$ cat config.mk
export PLATFORM = sky130hd
export DESIGN_NAME = bcd_display_driver
export DESIGN_NICKNAME = d
export VERILOG_FILES = /design/src/rtl/bcd_display_driver.sv
export SDC_FILE = /design/constraint.sdc
export NUM_CORES = 1
export LEC_CHECK = 0
export BUFFER_PORTS_ARGS = -buffer_cell sky130_fd_sc_hd__buf_4
export CORE_UTILIZATION = 55
export DETAILED_ROUTE_END_ITERATION = 7
export GPL_TIMING_DRIVEN = 0
export PLACE_DENSITY = 0.74
export SLEW_MARGIN = 20
export SYNTH_ARGS = -nofsm -noshare
export SYNTH_HDL_FRONTEND = slang
export SYNTH_SLANG_ARGS = --single-unit
$ cat constraint.sdc
create_clock -name clk -period 2.11 [get_ports clk]
set_input_delay 0.211 -clock clk [delete_from_list [all_inputs] [get_ports clk]]
set_output_delay 0.211 -clock clk [all_outputs]
set_load 0.005 [all_outputs]
$ cat src/rtl/bcd_display_driver.sv
// bcd_display_driver: registers a 0..99 binary count, converts it to two BCD
// digits with a sequential shift-add-3 FSM, and scans them onto a 2-digit
// multiplexed 7-segment display. Values >= CMAX are shown as dashes.
// Optional feature macro: LEADING_ZERO_BLANK_EN (blank a leading "0" tens digit).
module bcd_display_driver #(
    parameter int unsigned CMAX           = 100,
    parameter int unsigned SCAN_DIV       = 50000,
    parameter bit          SEG_ACTIVE_LOW = 1'b1
) (
    input  logic       clk,
    input  logic       rst,
    input  logic [6:0] count,
    output logic [3:0] tens,
    output logic [3:0] units,
    output logic       ovf,
    output logic       busy,
    output logic [1:0] an,
    output logic [6:0] seg
);

    localparam int unsigned PW        = $clog2(SCAN_DIV);
    localparam logic [6:0]  SEG_ZERO  = SEG_ACTIVE_LOW ? 7'b1000000 : 7'b0111111;

    typedef enum logic [1:0] {S_IDLE, S_SHIFT, S_DONE} state_t;

    state_t        r_state, w_state_nxt;
    logic [6:0]    r_count_q;
    logic [6:0]    r_last_value, w_last_value_nxt;
    logic [6:0]    r_bin, w_bin_nxt;
    logic [7:0]    r_bcd, w_bcd_nxt;
    logic [2:0]    r_iter, w_iter_nxt;
    logic [3:0]    r_tens, w_tens_nxt;
    logic [3:0]    r_units, w_units_nxt;
    logic          r_ovf, w_ovf_nxt;
    logic          r_busy, w_busy_nxt;
    logic [PW-1:0] r_presc;
    logic          r_digit_sel;
    logic [1:0]    r_an;
    logic [6:0]    r_seg;
    logic [7:0]    w_bcd_adj;
    logic          w_is_ovf;
    logic          w_presc_wrap;
    logic [6:0]    w_seg_raw;

    // Active-low glyph table; unknown nibbles render fully dark.
    function automatic logic [6:0] glyph(input logic [3:0] d);
        case (d)
            4'd0:    glyph = 7'b1000000;
            4'd1:    glyph = 7'b1111001;
            4'd2:    glyph = 7'b0100100;
            4'd3:    glyph = 7'b0110000;
            4'd4:    glyph = 7'b0011001;
            4'd5:    glyph = 7'b0010010;
            4'd6:    glyph = 7'b0000010;
            4'd7:    glyph = 7'b1111000;
            4'd8:    glyph = 7'b0000000;
            4'd9:    glyph = 7'b0010000;
            default: glyph = 7'b1111111;
        endcase
    endfunction

    assign w_bcd_adj[7:4] = (r_bcd[7:4] >= 4'd5) ? r_bcd[7:4] + 4'd3 : r_bcd[7:4];
    assign w_bcd_adj[3:0] = (r_bcd[3:0] >= 4'd5) ? r_bcd[3:0] + 4'd3 : r_bcd[3:0];
    assign w_is_ovf       = ({25'd0, r_last_value} >= CMAX);
    assign w_presc_wrap   = (r_presc == PW'(SCAN_DIV - 1));

    // Conversion FSM state and datapath registers.
    always_ff @(posedge clk or negedge rst) begin
        if (!rst) begin
            r_state      <= S_IDLE;
            r_count_q    <= '0;
            r_last_value <= '0;
            r_bin        <= '0;
            r_bcd        <= '0;
            r_iter       <= '0;
            r_tens       <= '0;
            r_units      <= '0;
            r_ovf        <= 1'b0;
            r_busy       <= 1'b0;
        end else begin
            r_state      <= w_state_nxt;
            r_count_q    <= count;
            r_last_value <= w_last_value_nxt;
            r_bin        <= w_bin_nxt;
            r_bcd        <= w_bcd_nxt;
            r_iter       <= w_iter_nxt;
            r_tens       <= w_tens_nxt;
            r_units      <= w_units_nxt;
            r_ovf        <= w_ovf_nxt;
            r_busy       <= w_busy_nxt;
        end
    end

    // Next-state logic: capture on change, 7 adjust-then-shift steps, atomic publish.
    always_comb begin
        w_state_nxt      = r_state;
        w_last_value_nxt = r_last_value;
        w_bin_nxt        = r_bin;
        w_bcd_nxt        = r_bcd;
        w_iter_nxt       = r_iter;
        w_tens_nxt       = r_tens;
        w_units_nxt      = r_units;
        w_ovf_nxt        = r_ovf;
        w_busy_nxt       = r_busy;
        case (r_state)
            S_IDLE: begin
                if (r_count_q != r_last_value) begin
                    w_bin_nxt        = r_count_q;
                    w_last_value_nxt = r_count_q;
                    w_bcd_nxt        = '0;
                    w_iter_nxt       = '0;
                    w_busy_nxt       = 1'b1;
                    w_state_nxt      = S_SHIFT;
                end
            end
            S_SHIFT: begin
                {w_bcd_nxt, w_bin_nxt} = {w_bcd_adj, r_bin} << 1;
                w_iter_nxt = r_iter + 3'd1;
                if (r_iter == 3'd6) begin
                    w_state_nxt = S_DONE;
                end
            end
            S_DONE: begin
                // r_last_value still holds the captured value for this conversion.
                if (w_is_ovf) begin
                    w_tens_nxt  = 4'hF;
                    w_units_nxt = 4'hF;
                    w_ovf_nxt   = 1'b1;
                end else begin
                    w_tens_nxt  = r_bcd[7:4];
                    w_units_nxt = r_bcd[3:0];
                    w_ovf_nxt   = 1'b0;
                end
                w_busy_nxt  = 1'b0;
                w_state_nxt = S_IDLE;
            end
            default: w_state_nxt = S_IDLE;
        endcase
    end

    // Scan prescaler; digit select toggles on each wrap.
    always_ff @(posedge clk or negedge rst) begin
        if (!rst) begin
            r_presc     <= '0;
            r_digit_sel <= 1'b0;
        end else if (w_presc_wrap) begin
            r_presc     <= '0;
            r_digit_sel <= ~r_digit_sel;
        end else begin
            r_presc     <= r_presc + PW'(1);
        end
    end

    // Segment pattern for the currently selected digit (active-low form).
    always_comb begin
        w_seg_raw = 7'b1111111;
        if (r_ovf) begin
            w_seg_raw = 7'b0111111;
        end else if (r_digit_sel) begin
`ifdef LEADING_ZERO_BLANK_EN
            w_seg_raw = (r_tens == 4'd0) ? 7'b1111111 : glyph(r_tens);
`else
            w_seg_raw = glyph(r_tens);
`endif
        end else begin
            w_seg_raw = glyph(r_units);
        end
    end

    // Registered display pins (one cycle behind digit select).
    always_ff @(posedge clk or negedge rst) begin
        if (!rst) begin
            r_an  <= 2'b10;
            r_seg <= SEG_ZERO;
        end else begin
            r_an  <= r_digit_sel ? 2'b01 : 2'b10;
            r_seg <= SEG_ACTIVE_LOW ? w_seg_raw : ~w_seg_raw;
        end
    end

    assign tens  = r_tens;
    assign units = r_units;
    assign ovf   = r_ovf;
    assign busy  = r_busy;
    assign an    = r_an;
    assign seg   = r_seg;

endmodule

==> results.yml <==
sta:
  post-route-worst-setup-slack_ns: 0.209
  report.final.slew_viol_count: 0
  clock.fmax_mhz: 526
  timing_hold_violations_final: 0
  finalSetupTns_ns: 0
  ratio_of_final_minimum_period_to_clock_period: 0.901
  finish_stage_setup_viols: 0
  finalCriticalPeriod_ns: 1.90
  max_slew.worst_pin.slew_ns: 0.852
  worst_clock_skew_ns: 0.00736
  fin_worst_hold_slack_ns: 0.378
  rsz_0062_raised_after_global_routing: "no"
  slew_headroom: 0.432
die:
  chipHeight_um: 82.0
  die_area_sq_mm: 0.00672
  floorplan.initialDensity: 0.581
  design.core.area_sq_mm: 0.00606
  io_pins: 28
  std_cell_rows: 28
  die-width_um: 82.0
clocking:
  cts_sinks: 70
  tritoncts.num_buffers: 9
  clock-root-buffer: "sky130_fd_sc_hd__clkbuf_8"
  cts_max_level: 3
  cts_setup_buffers: 0
  clock_tree.buffer_depth: 2
  tritoncts_clock_tree: "built"
  clk-insertion-delay-late_ns: 0.35
  clkTransAtPathRegs_ns: 0.08
grt:
  grt_util_met2: 0.353
  gr-usage-met3: 0.0600
  grt_most_used_layer: "met2"
  grt_antenna_before_repair: 0
  grt_first_pass_wirelength_mm: 11.1
  largest_net_degree_at_the_start_of_global_routing: 71
  grt_use_met1: 0.288
  gr-total-overflow: 0
  grt_pass1_vias: 2469
  groute.usage.overall: 0.222
synth:
  synth_top_area_cell: "sky130_fd_sc_hd__dfrtp_1"
  synth.cell_area_sq_mm: 0.00352
  register_bit_count_reported_by_yosys: 70
  synth_top_area_frac: 0.483
  ys_dominant_reg_cell: "sky130_fd_sc_hd__dfrtp_1"
  synth.net_count: 369
  ys_top_cells_by_area: "sky130_fd_sc_hd__dfrtp_1 (48%), sky130_fd_sc_hd__ha_1 (6.8%), sky130_fd_sc_hd__nand2_1 (4.9%), sky130_fd_sc_hd__xnor2_1 (3.2%), sky130_fd_sc_hd__nor3_1 (2.6%)"
  synth_warnings: 0
  synth_seq_area_share: 0.498
  synthCells: 341
  ys_types: 48
  synth_top_cells_by_count: "sky130_fd_sc_hd__dfrtp_1 (68), sky130_fd_sc_hd__nand2_1 (46), sky130_fd_sc_hd__ha_1 (19)"
  synth_async_sr_flop_share: 1.00
  synth_most_common_cell: "sky130_fd_sc_hd__dfrtp_1"
  synth.avg_cell_area_sq_um: 10.3
  synth_enable_flop_cells: 0
detailed_routing:
  route.detailed.wl_per_inst_um: 14.1
  detailedRoute.firstIterationViolations: 100
  routed_wirelength_mm: 6.60
  drt_pre_antenna_iters: 4
  vias_per_cell: 5.57
  dr_total_vias: 2599
  antenna_left: 0
  drc_errors: 0
setup_path:
  crit_path_max_incr_delay_ns: 0.44
  cp-end-kind: "flip-flop"
  worst_ep_arrival_time_ns: 2.11
  path_class: "flip-flop to flip-flop"
  crit_path_top_delay_cell: "sky130_fd_sc_hd__dfrtp_2"
  path_buf_inv: 1
  critical_path.max_fanout: 8
  dominant_delay_contributor_by_cell_family_on_the_critical_path: "flip-flops"
  worst_ep_required_time_ns: 2.32
  critical_path.cell_chain: "inv_1 -> ha_1 -> mux2_2 -> o21ai_0 -> a31oi_1 -> or3_1"
  worst_setup_sp_type: "flip-flop"
placed_design:
  pre_cts_slack_ns: 0.173
  place.port_buffers: 27
  dpl-instance-area_sq_mm: 0.00382
  place.detailed.hpwl_mm: 4.54
  place.gp.congestion: 0.825
hold_path:
  holdCritPathClass: "flip-flop to flip-flop"
power_and_ir_drop:
  leakage_uw: 0.00187
  power_spent_charging_and_discharging_nets_uw: 1890
  powerDensity_mw_per_mm2: 1290
  share_seq_of_total_power: 0.401
  switching_share: 0.353
  p_int_uw: 3460
  pwr-share-comb: 0.369
  vdd.ir_drop.worst_v: 0.000795
  power.share.clock: 0.230
layout:
  drive_gt1_frac: 0.171
  post-route-cell-area_sq_mm: 0.00413
  nets: 415
  flow.area_growth_from_synthesis_pct: 17.3
  n_fill_cell: 467
  diode_count: 0
status:
  run_status: "finished clean"
flow_run:
  drv_cap: 0
-- kinds of logic after synthesis --
family,synth area share
AND/OR/NAND/NOR,0.175
flip-flops,0.498
AO/OA/AOI/OAI,0.138
buffers and inverters,0.0398
XOR/XNOR,0.0572
adder cells (fa/ha/maj),0.0675
multiplexers,0.0238
-- final cells by class --
type / count / area [sq um] / share of cell area
plain buffers: 11 / 68.8 / 0.0167
clock buffers: 11 / 151 / 0.0367
clock inverters: 5 / 81.3 / 0.0197
flip-flops and latches: 70 / 1760 / 0.425
repair buffers: 35 / 283 / 0.0685
multi-input cells: 241 / 1630 / 0.394
well taps: 75 / 93.8 / 0.0227
inverters: 19 / 71.3 / 0.0173
-- sequential cells by signal (all words and copies together), names as in the netlist --
name,cells
seg,7
ovf,1
r_iter,3
r_bin,7
r_count_q,7
an,2
units,4
r_last_value,7
r_state,2
r_bcd,8
r_presc,16
tens,4
busy,1
r_digit_sel,1
-- repair_timing --
item,4_1_cts,5_1_grt
hold buffers,8,0
endpoints found under the hold margin,16,0
setup endpoints to repair,0,1
gates resized for setup,0,1
-- path summary, 6_finish.rpt --
check / startpoint / end / slack [ns] / cells after the start
worst min-delay path: r_digit_sel$_DFFE_PN0N_ / an[0]$_DFF_PN0_ / 0.38 / 0
min in group asynchronous: rst / seg[1]$_DFF_PN0_ / 0.50 / 2
worst max-delay path: tens[1]$_DFFE_PN0P_ / seg[3]$_DFF_PN0_ / 0.21 / 6
worst max register to register: tens[1]$_DFFE_PN0P_ / seg[3]$_DFF_PN0_ / 0.21 / 6
worst min register to register: r_digit_sel$_DFFE_PN0N_ / an[0]$_DFF_PN0_ / 0.38 / 0
max in group asynchronous: rst / tens[1]$_DFFE_PN0P_ / 1.00 / 2
-- power by group through the flow --
stage	logic [uW]	clock network, uW	registers, uW
6_report	1970	1230	2140
5_1_grt	2240	1310	2210
4_1_cts	1980	1250	2140
3_5_place_dp	1950	0	2160
3_3_place_gp	1880	0	2140
2_1_floorplan	1390	0	2080
-- per-stage QoR --
stage / total power [uW] / util / std cells
after floorplan: 3470 / - / 341
after global placement: 4020 / 0.630 / 443
after detailed placement: 4110 / 0.630 / 443
after CTS: 5370 / 0.681 / 467
after global routing: 5760 / 0.681 / 467
final: 5340 / 0.681 / 467
-- placed cells by master, fill, tap and decap left out, types with 3 or more instances in the layout --
cell type,count
sky130_fd_sc_hd__a211oi_1,6
sky130_fd_sc_hd__a21oi_1,12
sky130_fd_sc_hd__a22o_2,6
sky130_fd_sc_hd__and3_1,3
sky130_fd_sc_hd__and4_1,3
sky130_fd_sc_hd__buf_4,27
sky130_fd_sc_hd__clkbuf_1,5
sky130_fd_sc_hd__clkbuf_8,12
sky130_fd_sc_hd__dfrtp_1,67
sky130_fd_sc_hd__dlygate4sd3_1,8
sky130_fd_sc_hd__ha_1,19
sky130_fd_sc_hd__inv_1,18
sky130_fd_sc_hd__mux2_2,3
sky130_fd_sc_hd__mux2i_1,5
sky130_fd_sc_hd__nand2_1,46
sky130_fd_sc_hd__nand2b_1,6
sky130_fd_sc_hd__nand3_1,7
sky130_fd_sc_hd__nor2_1,17
sky130_fd_sc_hd__nor3_1,18
sky130_fd_sc_hd__o211ai_1,11
sky130_fd_sc_hd__o21ai_0,12
sky130_fd_sc_hd__o22ai_1,6
sky130_fd_sc_hd__or3_1,8
sky130_fd_sc_hd__xnor2_1,13
sky130_fd_sc_hd__xor2_1,10
-- layer usage --
metal | wire length, um | up-vias | share of wire
met3 | 228 | 9 | 0.035
met4 | 94 | 0 | 0.014
li1 | - | 1296 | -
met1 | 3140 | 1244 | 0.48
met2 | 3140 | 50 | 0.48
met5 | 0 | - | 0
Power figures use the tool's default switching activity.
